<file path="src/rtl/bellek_pkg.sv">
// Shared definitions for the memory access controller and its 16x16 dual-edge memory.
// State encoding and default geometry live here so the controller and the memory agree.
package bellek_pkg;

   localparam int unsigned BELLEK_ADDR_W   = 4;
   localparam int unsigned BELLEK_DATA_W   = 16;
   localparam int unsigned BELLEK_DERINLIK = 16;

   typedef enum logic [1:0] {
      StIdle  = 2'd0,
      StWrite = 2'd1,
      StRead  = 2'd2
   } durum_e;

endpackage

</file>
<file path="src/rtl/bellek_erisim_denetleyici.sv">
// Initiator-side burst controller for the dual-edge memory: accepts read/write bursts
// and streams one word per cycle over valid/ready data channels.
module bellek_erisim_denetleyici
   import bellek_pkg::*;
#(
   parameter int unsigned ADDR_W = BELLEK_ADDR_W,
   parameter int unsigned DATA_W = BELLEK_DATA_W
) (
   input  logic              clk,
   input  logic              rst,
   input  logic              cmd_valid,
   output logic              cmd_ready,
   input  logic              cmd_write,
   input  logic [ADDR_W-1:0] cmd_addr,
   input  logic [ADDR_W-1:0] cmd_len,
   input  logic              wr_valid,
   output logic              wr_ready,
   input  logic [DATA_W-1:0] wr_data,
   output logic              rd_valid,
   input  logic              rd_ready,
   output logic [DATA_W-1:0] rd_data,
   output logic              done,
   output logic              mem_we,
   output logic [ADDR_W-1:0] mem_adres,
   output logic [DATA_W-1:0] mem_yaz,
   input  logic [DATA_W-1:0] mem_oku
);

   durum_e            durum_q, durum_d;
   logic [ADDR_W-1:0] addr_q, addr_d;
   logic [ADDR_W-1:0] cnt_q, cnt_d;
   logic              done_q, done_d;
   logic              beat;

   always_ff @(posedge clk or posedge rst) begin
      if (rst) begin
         durum_q <= StIdle;
         addr_q  <= '0;
         cnt_q   <= '0;
         done_q  <= 1'b0;
      end else begin
         durum_q <= durum_d;
         addr_q  <= addr_d;
         cnt_q   <= cnt_d;
         done_q  <= done_d;
      end
   end

   // cnt_q holds beats remaining minus one, so the beat seen with cnt_q == 0 is the last.
   always_comb begin
      durum_d = durum_q;
      addr_d  = addr_q;
      cnt_d   = cnt_q;
      done_d  = 1'b0;
      beat    = 1'b0;
      unique case (durum_q)
         StIdle: begin
            if (cmd_valid) begin
               addr_d  = cmd_addr;
               cnt_d   = cmd_len;
               durum_d = cmd_write ? StWrite : StRead;
            end
         end
         StWrite: beat = wr_valid;
         StRead:  beat = rd_ready;
         default: durum_d = StIdle;
      endcase
      if (beat) begin
         addr_d = addr_q + 1'b1;
         cnt_d  = cnt_q - 1'b1;
         if (cnt_q == '0) begin
            durum_d = StIdle;
            done_d  = 1'b1;
         end
      end
   end

   always_comb begin
      cmd_ready = 1'b0;
      wr_ready  = 1'b0;
      rd_valid  = 1'b0;
      mem_we    = 1'b0;
      unique case (durum_q)
         StIdle:  cmd_ready = 1'b1;
         StWrite: begin
            wr_ready = 1'b1;
            mem_we   = wr_valid;
         end
         StRead:  rd_valid = 1'b1;
         default: ;
      endcase
   end

   // The memory refreshes oku on the falling edge after addr_q moves, so it feeds rd_data directly.
   assign mem_adres = addr_q;
   assign mem_yaz   = wr_data;
   assign rd_data   = mem_oku;
   assign done      = done_q;

endmodule

</file>
<file path="config.mk">
export PLATFORM = sky130hd
export DESIGN_NAME = bellek_erisim_denetleyici
export DESIGN_NICKNAME = d
export VERILOG_FILES = /design/src/rtl/bellek_pkg.sv /design/src/rtl/bellek_erisim_denetleyici.sv
export SDC_FILE = /design/constraint.sdc
export NUM_CORES = 1
export LEC_CHECK = 0
export CAP_MARGIN = 20
export CORE_MARGIN = 8
export CORE_UTILIZATION = 32
export DETAILED_ROUTE_END_ITERATION = 6
export GPL_TIMING_DRIVEN = 0
export PLACE_DENSITY = 0.9
export SYNTH_ARGS = -nofsm -noshare
export SYNTH_HDL_FRONTEND = slang
export SYNTH_SLANG_ARGS = --single-unit
export TNS_END_PERCENT = 10
</file>
<file path="constraint.sdc">
create_clock -name clk -period 2.55 [get_ports clk]
set_input_delay 0.255 -clock clk [delete_from_list [all_inputs] [get_ports clk]]
set_output_delay 0.255 -clock clk [all_outputs]
set_load 0.005 [all_outputs]
</file>
Word-level counts from Yosys, hierarchy flattened
Index checks and enable logic that the tools add are counted.
{"block": "word_totals", "regBits": 11, "in_bits": 46, "output_inout_bits": 41}
{"block": "classes", "addsub": 2, "n_eq_ne": 2, "muxes": 18, "reduce_logical": 6}
{"operator": "4-bit two-way mux", "count": 6}
{"operator": "2-bit two-way mux", "count": 4}
{"operator": "1-bit two-way mux", "count": 6}
{"operator": "4-bit by 1-bit adder with 4-bit output, second input constant", "count": 1}
{"operator": "4-bit logical NOT", "count": 1}
{"operator": "2-bit case mux with 2 select lines", "count": 1}
{"operator": "2-bit nonzero test", "count": 2}
{"operator": "4-bit by 1-bit subtractor with 4-bit output, second input constant", "count": 1}
{"operator": "2-bit by 1-bit equality test with 1-bit output, second input constant", "count": 1}
{"operator": "2-bit equality test, second input constant", "count": 1}
{"operator": "2-bit logical NOT", "count": 1}
{"operator": "1-bit case mux with 2 select lines", "count": 1}
{"operator": "2-bit AND reduction", "count": 1}
{"operator": "2-bit OR reduction", "count": 1}

Logic depth before layout (Yosys ltp)
Gate-level depths: netlist of the first run.
{"block": "logic_depth", "depth_word": 5, "ltp_mapped": 7, "depth_no_buf": 6}

Worst setup path before layout of the first run
Ideal clock, no wire load.
{"block": "synth_timing", "path_kind": "register to register", "startpoint": "register durum_q[1]", "endpoint": "register cnt_q[3]", "arrival_time_ns": 1.481, "required_ns": 2.427, "setup_slack_ns": 0.946, "path_stages_with_launch": 8, "path_buffers": 1, "synth_period_minus_slack_ns": 1.604, "path_cell_list": "dfrtp_1 > inv_1 > ha_1 > and2_1 > buf_2 > a21oi_2 > o21ba_2 > o221a_2"}
{"block": "synth_via", "elab_chain_len": 4, "elab_cells_between_ends": 8, "classes_between": "2 x eq/ne; 2 x mux; 4 x reduce/logical"}
{"element": "start, declared", "line_no": "bellek_erisim_denetleyici.sv:29", "text": "durum_e durum_q, durum_d;"}
{"element": "start signal, assigned", "line_no": "bellek_erisim_denetleyici.sv:37", "text": "durum_q <= StIdle;"}
{"element": "start signal, assigned", "line_no": "bellek_erisim_denetleyici.sv:42", "text": "durum_q <= durum_d;"}
{"element": "2-bit equality test or 2-bit by 1-bit equality test with 1-bit output (tied branches)", "line_no": "bellek_erisim_denetleyici.sv:56", "text": "unique case (durum_q)"}
{"element": "1-bit case mux with 2 select lines", "line_no": "bellek_erisim_denetleyici.sv:56"}
{"element": "2-bit nonzero test (no source line)"}
{"element": "2-bit AND reduction (no source line)"}
{"element": "end signal, assigned", "line_no": "bellek_erisim_denetleyici.sv:44", "text": "cnt_q <= cnt_d;"}
{"element": "end, declared", "line_no": "bellek_erisim_denetleyici.sv:31", "text": "logic [ADDR_W-1:0] cnt_q, cnt_d;"}
Parallel ways exist; a longest one is shown, timed or not.
A chain may end at the register's enable or synchronous reset.

Final worst setup path of the first run
{"block": "layout_timing", "startpoint": "register durum_q[1]", "endpoint": "output mem_we"}
{"block": "layout_via", "elab_chain_len": 2}
{"element": "2-bit by 1-bit equality test with 1-bit output", "line_no": "bellek_erisim_denetleyici.sv:83", "text": "unique case (durum_q)"}
{"element": "1-bit two-way mux", "line_no": "bellek_erisim_denetleyici.sv:83"}
{"element": "end, declared", "line_no": "bellek_erisim_denetleyici.sv:23", "text": "output logic mem_we,"}
Every way passes these cells.

==> results of run 1 <==
==> worst max-delay path: stages (launching register included) <==
cell	delay (ns)
dfrtp_1	0.43
inv_1	0.10
ha_1	0.20
and2_1	0.14
clkdlybuf4s50_1	0.49
==> synthesized netlist by cell type, types with 2 or more instances <==
cell type / count / share of area
buf_4: 32 / 0.27
dfrtp_1: 11 / 0.31
inv_1: 8 / 0.034
a21oi_1: 7 / 0.039
nand2_1: 7 / 0.030
ha_1: 5 / 0.070
nand3_1: 4 / 0.023
nor2_1: 4 / 0.017
o221a_2: 4 / 0.051
a211oi_1: 2 / 0.017
a31oi_1: 2 / 0.014
and2_1: 2 / 0.014
nor3_1: 2 / 0.011
o21ai_0: 2 / 0.011
==> cell families (layout without fill, tap and decap cells) <==
| logic type | after synthesis | in the layout | share of synthesized area |
|---|---|---|---|
| and+or+nand+nor | 23 | 23 | 0.1252 |
| adders and majority gates | 5 | 5 | 0.07032 |
| buffers and inverters | 42 | 100 | 0.3221 |
| DFF | 11 | 11 | 0.3094 |
| AOI/OAI and AO/OA | 20 | 20 | 0.1730 |
==> sequential cells by signal, summed over array words and instances (netlist names) <==
register,cells
durum_q,2
done,1
cnt_q,4
mem_adres,4
==> metal layers <==
layer  vias up  wire length (µm)  GRT usage
met5         -                 0          0
met4         0                62    0.06767
met3         5               496    0.07754
met2        61              1317     0.1974
met1       398               843    0.09605
li1        425                 -          -
==> path summary, 6_finish.rpt <==
| kind | startpoint | end | slack (ns) | cells after the start |
|---|---|---|---|---|
| min in group clk | cnt_q[0]$_DFFE_PP0P_ | cnt_q[0]$_DFFE_PP0P_ | 0.51 | 1 |
| max reg2reg | durum_q[0]$_DFF_PP0_ | durum_q[1]$_DFF_PP0_ | 0.72 | 6 |
| min | rst | cnt_q[0]$_DFFE_PP0P_ | 0.28 | 2 |
| min reg2reg | cnt_q[0]$_DFFE_PP0P_ | cnt_q[0]$_DFFE_PP0P_ | 0.51 | 1 |
| max | durum_q[1]$_DFF_PP0_ | mem_we | 0.67 | 4 |
| max in group asynchronous | rst | cnt_q[1]$_DFFE_PP0P_ | 1.98 | 2 |
==> layout make-up <==
cell class / count / area, µm²
inverters: 8 / 30.03
clock buffers: 4 / 26.28
multi-input cells: 48 / 327.8
plain buffers: 34 / 256.5
well taps: 31 / 38.79
flip-flops and latches: 11 / 275.3
repair buffers: 54 / 540.5
fillers: 238 / 1215
==> through the flow <==
stage | worst slack, ns | std cells | hold WS (ns) | power (mW) | util
after global routing | 0.5572 | 190 | 0.3120 | 1.182 | 0.5517
final | 0.6663 | 190 | 0.2765 | 1.089 | 0.5517
after detailed placement | 0.6939 | 186 | 0.4954 | 0.9760 | 0.5420
after floorplan | 0.9459 | 101 | 0.1074 | 0.6967 | -
after CTS | 0.6553 | 190 | 0.2864 | 1.101 | 0.5517
after global placement | 0.8435 | 186 | 0.4848 | 0.9305 | 0.5420
==> power breakdown <==
group	internal, mW	leakage, nW	switching (mW)	total (mW)
combinational	0.372	0.536	0.268	0.640
sequential	0.253	0.129	0.0766	0.329
clock	0.0607	0.0150	0.0599	0.121
total	0.685	0.680	0.404	1.09
==> results.sh, run 1 <==
export IMPL_cts_resized=0
export IMPL_area_growth_pct=68.07
export IMPL_synth_warnings=0
export IMPL_via_count=889
export IMPL_drt_iter0_drc=20
export IMPL_overflow=0
export IMPL_period_needed_ns=1.884
export IMPL_row_count=19
export IMPL_slew_headroom=0.6123
export IMPL_cts_tree="built"
export IMPL_hpwl_um=2375
export IMPL_design_area_mm2=0.001495
export IMPL_place_gp_congestion=0.8238
export IMPL_cp_required_ns=2.30
export IMPL_ir_drop_uv=369.8
export IMPL_start_kind="flip-flop"
export IMPL_post_route_drc_count=0
export IMPL_syn_area_um2=889.6
export IMPL_antenna_found_initial=0
export IMPL_cts_setup_buffers=0
export IMPL_cts_sinks=11
export IMPL_initial_core_util=0.3283
export IMPL_finalClockSkew_ns=0.003344
export IMPL_firstDrtPassIters=4
export IMPL_syn_area_per_cell_um2=8.808
export IMPL_tightest_slew_ns=0.5762
export IMPL_num_antenna_cells=0
export IMPL_path_clk_slew_ns=0.07
export IMPL_vias_per_cell=4.679
export IMPL_synth_edf_count=0
export IMPL_wl_per_cell_um=14.32
export IMPL_fin_setup_tns_ns=0
export IMPL_ctsRootBufferMaster="clkbuf_4"
export IMPL_clock_latency_ns=0.27
export IMPL_status="finished, final reports clean"
export IMPL_grt_pass1_wl_um=4043
export IMPL_coreArea_mm2=0.002710
export IMPL_final_common_cell="clkdlybuf4s50_1"
export IMPL_htree_levels=1
export IMPL_cp_data_arrival_time_ns=1.63
export IMPL_grt_pass1_vias=945
export IMPL_cp_max_fo=5
export IMPL_slew_violations=0
export IMPL_layout_drive_gt1_share=0.2830
export IMPL_die_h_um=68.73
export IMPL_final_cell_mix="54 x clkdlybuf4s50_1, 32 x buf_4, 11 x dfrtp_1"
export IMPL_ios=87
export IMPL_end_kind="primary output"
export IMPL_synthFlopType="dfrtp_1"
export IMPL_syn_inst=101
export IMPL_die_x_um=68.73
export IMPL_p_per_area_mw_per_mm2=728.7
export IMPL_ys_ff_latch=11
export IMPL_fmax_mhz=530.9
export IMPL_report_final_hold_viol_count=0
export IMPL_wl_um=2720
export IMPL_holdBufCountCts=0
export IMPL_track_usage=0.1146
export IMPL_grt_max_degree=12
export IMPL_clock_path_buffers=2
export IMPL_leakage_nw=0.6803
export IMPL_syn_num_nets=152
export IMPL_yosysUniqueCellTypes=23
export IMPL_nNetsFinal=211
export IMPL_grt_setup_unrepaired="false"
export IMPL_setup_viol_count_final=0
export IMPL_die_area_mm2=0.004723
export IMPL_synthArstFlopShare=1.000
export IMPL_hold_path_class="input pin to async pin"
export IMPL_synth_seq_area_share=0.3094
export IMPL_portBuffers=54
export IMPL_placed_cell_area_mm2=0.001469
export IMPL_cts_made_buffers=3
export IMPL_fin_crit_sh=0.7387
export IMPL_critical_path_class="flip-flop to primary output"
export IMPL_cap_violations=0
export IMPL_postRouteAntennaNets=0
No activity file was read; power rests on OpenSTA's default activity.
==> run 2, diff against run 1 <==
--- a/config.mk
+++ b/config.mk
@@ -7,10 +7,10 @@
 export LEC_CHECK = 0
 export CAP_MARGIN = 20
 export CORE_MARGIN = 8
-export CORE_UTILIZATION = 32
+export CORE_UTILIZATION = 27
 export DETAILED_ROUTE_END_ITERATION = 6
 export GPL_TIMING_DRIVEN = 0
-export PLACE_DENSITY = 0.9
+export PLACE_DENSITY = 0.81
 export SYNTH_ARGS = -nofsm -noshare
 export SYNTH_HDL_FRONTEND = slang
 export SYNTH_SLANG_ARGS = --single-unit
==> constraint.sdc (replaced) <==
create_clock -name clk -period 1.7 [get_ports clk]
set_input_delay 0.17 -clock clk [delete_from_list [all_inputs] [get_ports clk]]
set_output_delay 0.17 -clock clk [all_outputs]
set_load 0.005 [all_outputs]
==> run 2 against run 1 <==
  * Via count shrank 1.6%
  * Sequential power grew 50%
  * Sequential cell count is the same
  * Count of clock-buffer cells in the layout is the same
  * Combinational power grew 59%
  * Register-to-register slack lost 0.64 ns
  * Final area grew 3.5%
  * Wire length shrank 4.7%
  * Setup slack lost 0.60 ns
  * Non-clock buffer count grew 1
  * Clock skew is essentially flat
  * Largest power group unchanged
  * Highest routed layer unchanged
==> results.sh, run 2 (synthesized netlist as in run 1, its figures left out) <==
export IMPL_hold_path_class="input pin to async pin"
export IMPL_fmax_mhz=614.0
export IMPL_slew_violations=0
export IMPL_track_usage=0.09198
export IMPL_grt_setup_unrepaired="true"
export IMPL_nNetsFinal=212
export IMPL_grt_pass1_vias=968
export IMPL_crit_end="wr_ready"
export IMPL_reg2reg_depth=7
export IMPL_p_clk_frac=0.102
export IMPL_r2r_end="mem_adres[2]$_DFFE_PP0P_"
export IMPL_die_h_um=73.40
export IMPL_final_instance_count_excl_fill=206
export IMPL_cts_tree="built"
export IMPL_drt_iter0_drc=31
export IMPL_overflow=0
export IMPL_start_kind="flip-flop"
export IMPL_r2r_setup_slack_ns=0.08
export IMPL_comb_power_share=0.605
export IMPL_p_int_mw=1.064
export IMPL_hold_slack_ns=0.1954
export IMPL_portBuffers=54
export IMPL_layout_drive_gt1_share=0.3250
export IMPL_ctsRootBufferMaster="clkbuf_4"
export IMPL_area_growth_pct=73.98
export IMPL_wl_per_cell_um=12.58
export IMPL_crit_start="durum_q[1]$_DFF_PP0_"
export IMPL_finalClockSkew_ns=0.003709
export IMPL_grt_max_degree=12
export IMPL_cp_required_ns=1.53
export IMPL_end_kind="primary output"
export IMPL_cts_sinks=11
export IMPL_holdBufCountCts=0
export IMPL_final_util=0.4750
export IMPL_postRouteAntennaNets=0
export IMPL_leakage_nw=0.7034
export IMPL_total_power_mw=1.692
export IMPL_post_route_drc_count=0
export IMPL_fill_cells=339
export IMPL_p_per_area_mw_per_mm2=1093
export IMPL_pre_cts_ws_ns=-0.07274
export IMPL_firstDrtPassIters=4
export IMPL_clock_path_buffers=2
export IMPL_place_gp_congestion=0.7131
export IMPL_row_count=21
export IMPL_ios=87
export IMPL_slew_headroom=0.7290
export IMPL_final_common_cell="clkdlybuf4s50_1"
export IMPL_initial_core_util=0.2730
export IMPL_antenna_found_initial=0
export IMPL_hpwl_um=2221
export IMPL_switching_share=0.3711
export IMPL_fin_setup_tns_ns=0
export IMPL_critical_path_class="flip-flop to primary output"
export IMPL_status="finished, final reports clean"
export IMPL_setup_viol_count_final=0
export IMPL_coreArea_mm2=0.003258
export IMPL_wl_um=2592
export IMPL_timing_final_ws_setup_ns=0.07129
export IMPL_dp_cells=201
export IMPL_period_needed_ns=1.629
export IMPL_fin_crit_sh=0.9581
export IMPL_final_cell_mix="52 x clkdlybuf4s50_1, 34 x buf_4, 11 x dfrtp_1"
export IMPL_ir_drop_uv=317.7
export IMPL_htree_levels=1
export IMPL_die_x_um=73.40
export IMPL_num_antenna_cells=0
export IMPL_design_area_mm2=0.001548
export IMPL_cp_data_arrival_time_ns=1.46
export IMPL_placed_cell_area_mm2=0.001488
export IMPL_cp_max_fo=3
export IMPL_cts_made_buffers=3
export IMPL_path_clk_slew_ns=0.07
export IMPL_via_count=875
export IMPL_r2r_start="durum_q[0]$_DFF_PP0_"
export IMPL_cap_violations=0
export IMPL_report_final_hold_viol_count=0
export IMPL_p_sw_mw=0.6279
export IMPL_clock_latency_ns=0.26
export IMPL_p_seq_frac=0.293
export IMPL_vias_per_cell=4.248
export IMPL_tightest_slew_ns=0.4060
export IMPL_grt_pass1_wl_um=4029
export IMPL_die_area_mm2=0.005388
==> run 2: cell types whose count changed in the layout (fill, tap and decap cells not counted), sizes merged <==
cell / delta
dlymetal6s2s: +1
dlygate4sd2: +1
clkdlybuf4s50: -2
buf: +1
==> run 2: worst min-delay path by stage <==
stage | to | slack, ns | cells past startpoint
floorplan | cnt_q[0]$_DFFE_PP0P_ | 0.02 | 1
global placement | done$_DFF_PP0_ | 0.48 | 2
detailed placement | done$_DFF_PP0_ | 0.48 | 1
CTS | mem_adres[2]$_DFFE_PP0P_ | 0.21 | 2
global route | mem_adres[3]$_DFFE_PP0P_ | 0.23 | 2
finish | mem_adres[3]$_DFFE_PP0P_ | 0.20 | 2
==> run 2: area by class of cell <==
type,count,area (µm²),share of cell area
Inverter,8,30.03,0.01940
Clock buffer,4,26.28,0.01698
Buffer,33,251.5,0.1625
Tap cell,46,57.56,0.03719
Timing Repair Buffer,56,556.8,0.3597
Multi-Input combinational cell,48,350.3,0.2264
Sequential cell,11,275.3,0.1779
==> run 2: worst max-delay path, stage by stage, from the launching register on <==
cell             delay, ns
dfrtp_1               0.42
inv_2                 0.08
ha_2                  0.19
clkdlybuf4s50_1       0.51
==> run 2: power by group through the flow <==
stage / Sequential, mW / Combinational (mW) / Clock (mW)
after floorplan: 0.474 / 0.571 / 0
after global placement: 0.491 / 0.920 / 0
after detailed placement: 0.494 / 0.959 / 0
after CTS: 0.492 / 1.00 / 0.180
after global routing: 0.512 / 1.14 / 0.197
final: 0.495 / 1.02 / 0.173
==> run 2: per-layer routing <==
metal	vias to the layer above	wire length, µm	track usage
li1	427	-	-
met1	400	904	0.08327
met2	46	1395	0.1797
met3	2	282	0.03820
met4	0	10	0.02661
met5	-	0	0
==> run 2: repair_timing <==
item,CTS,global route
hold endpoints to repair,0,0
cloned,0,0
pin swaps,0,2
resized for setup,5,5
buffers inserted,1,1
endpoints found under the setup margin,5,10
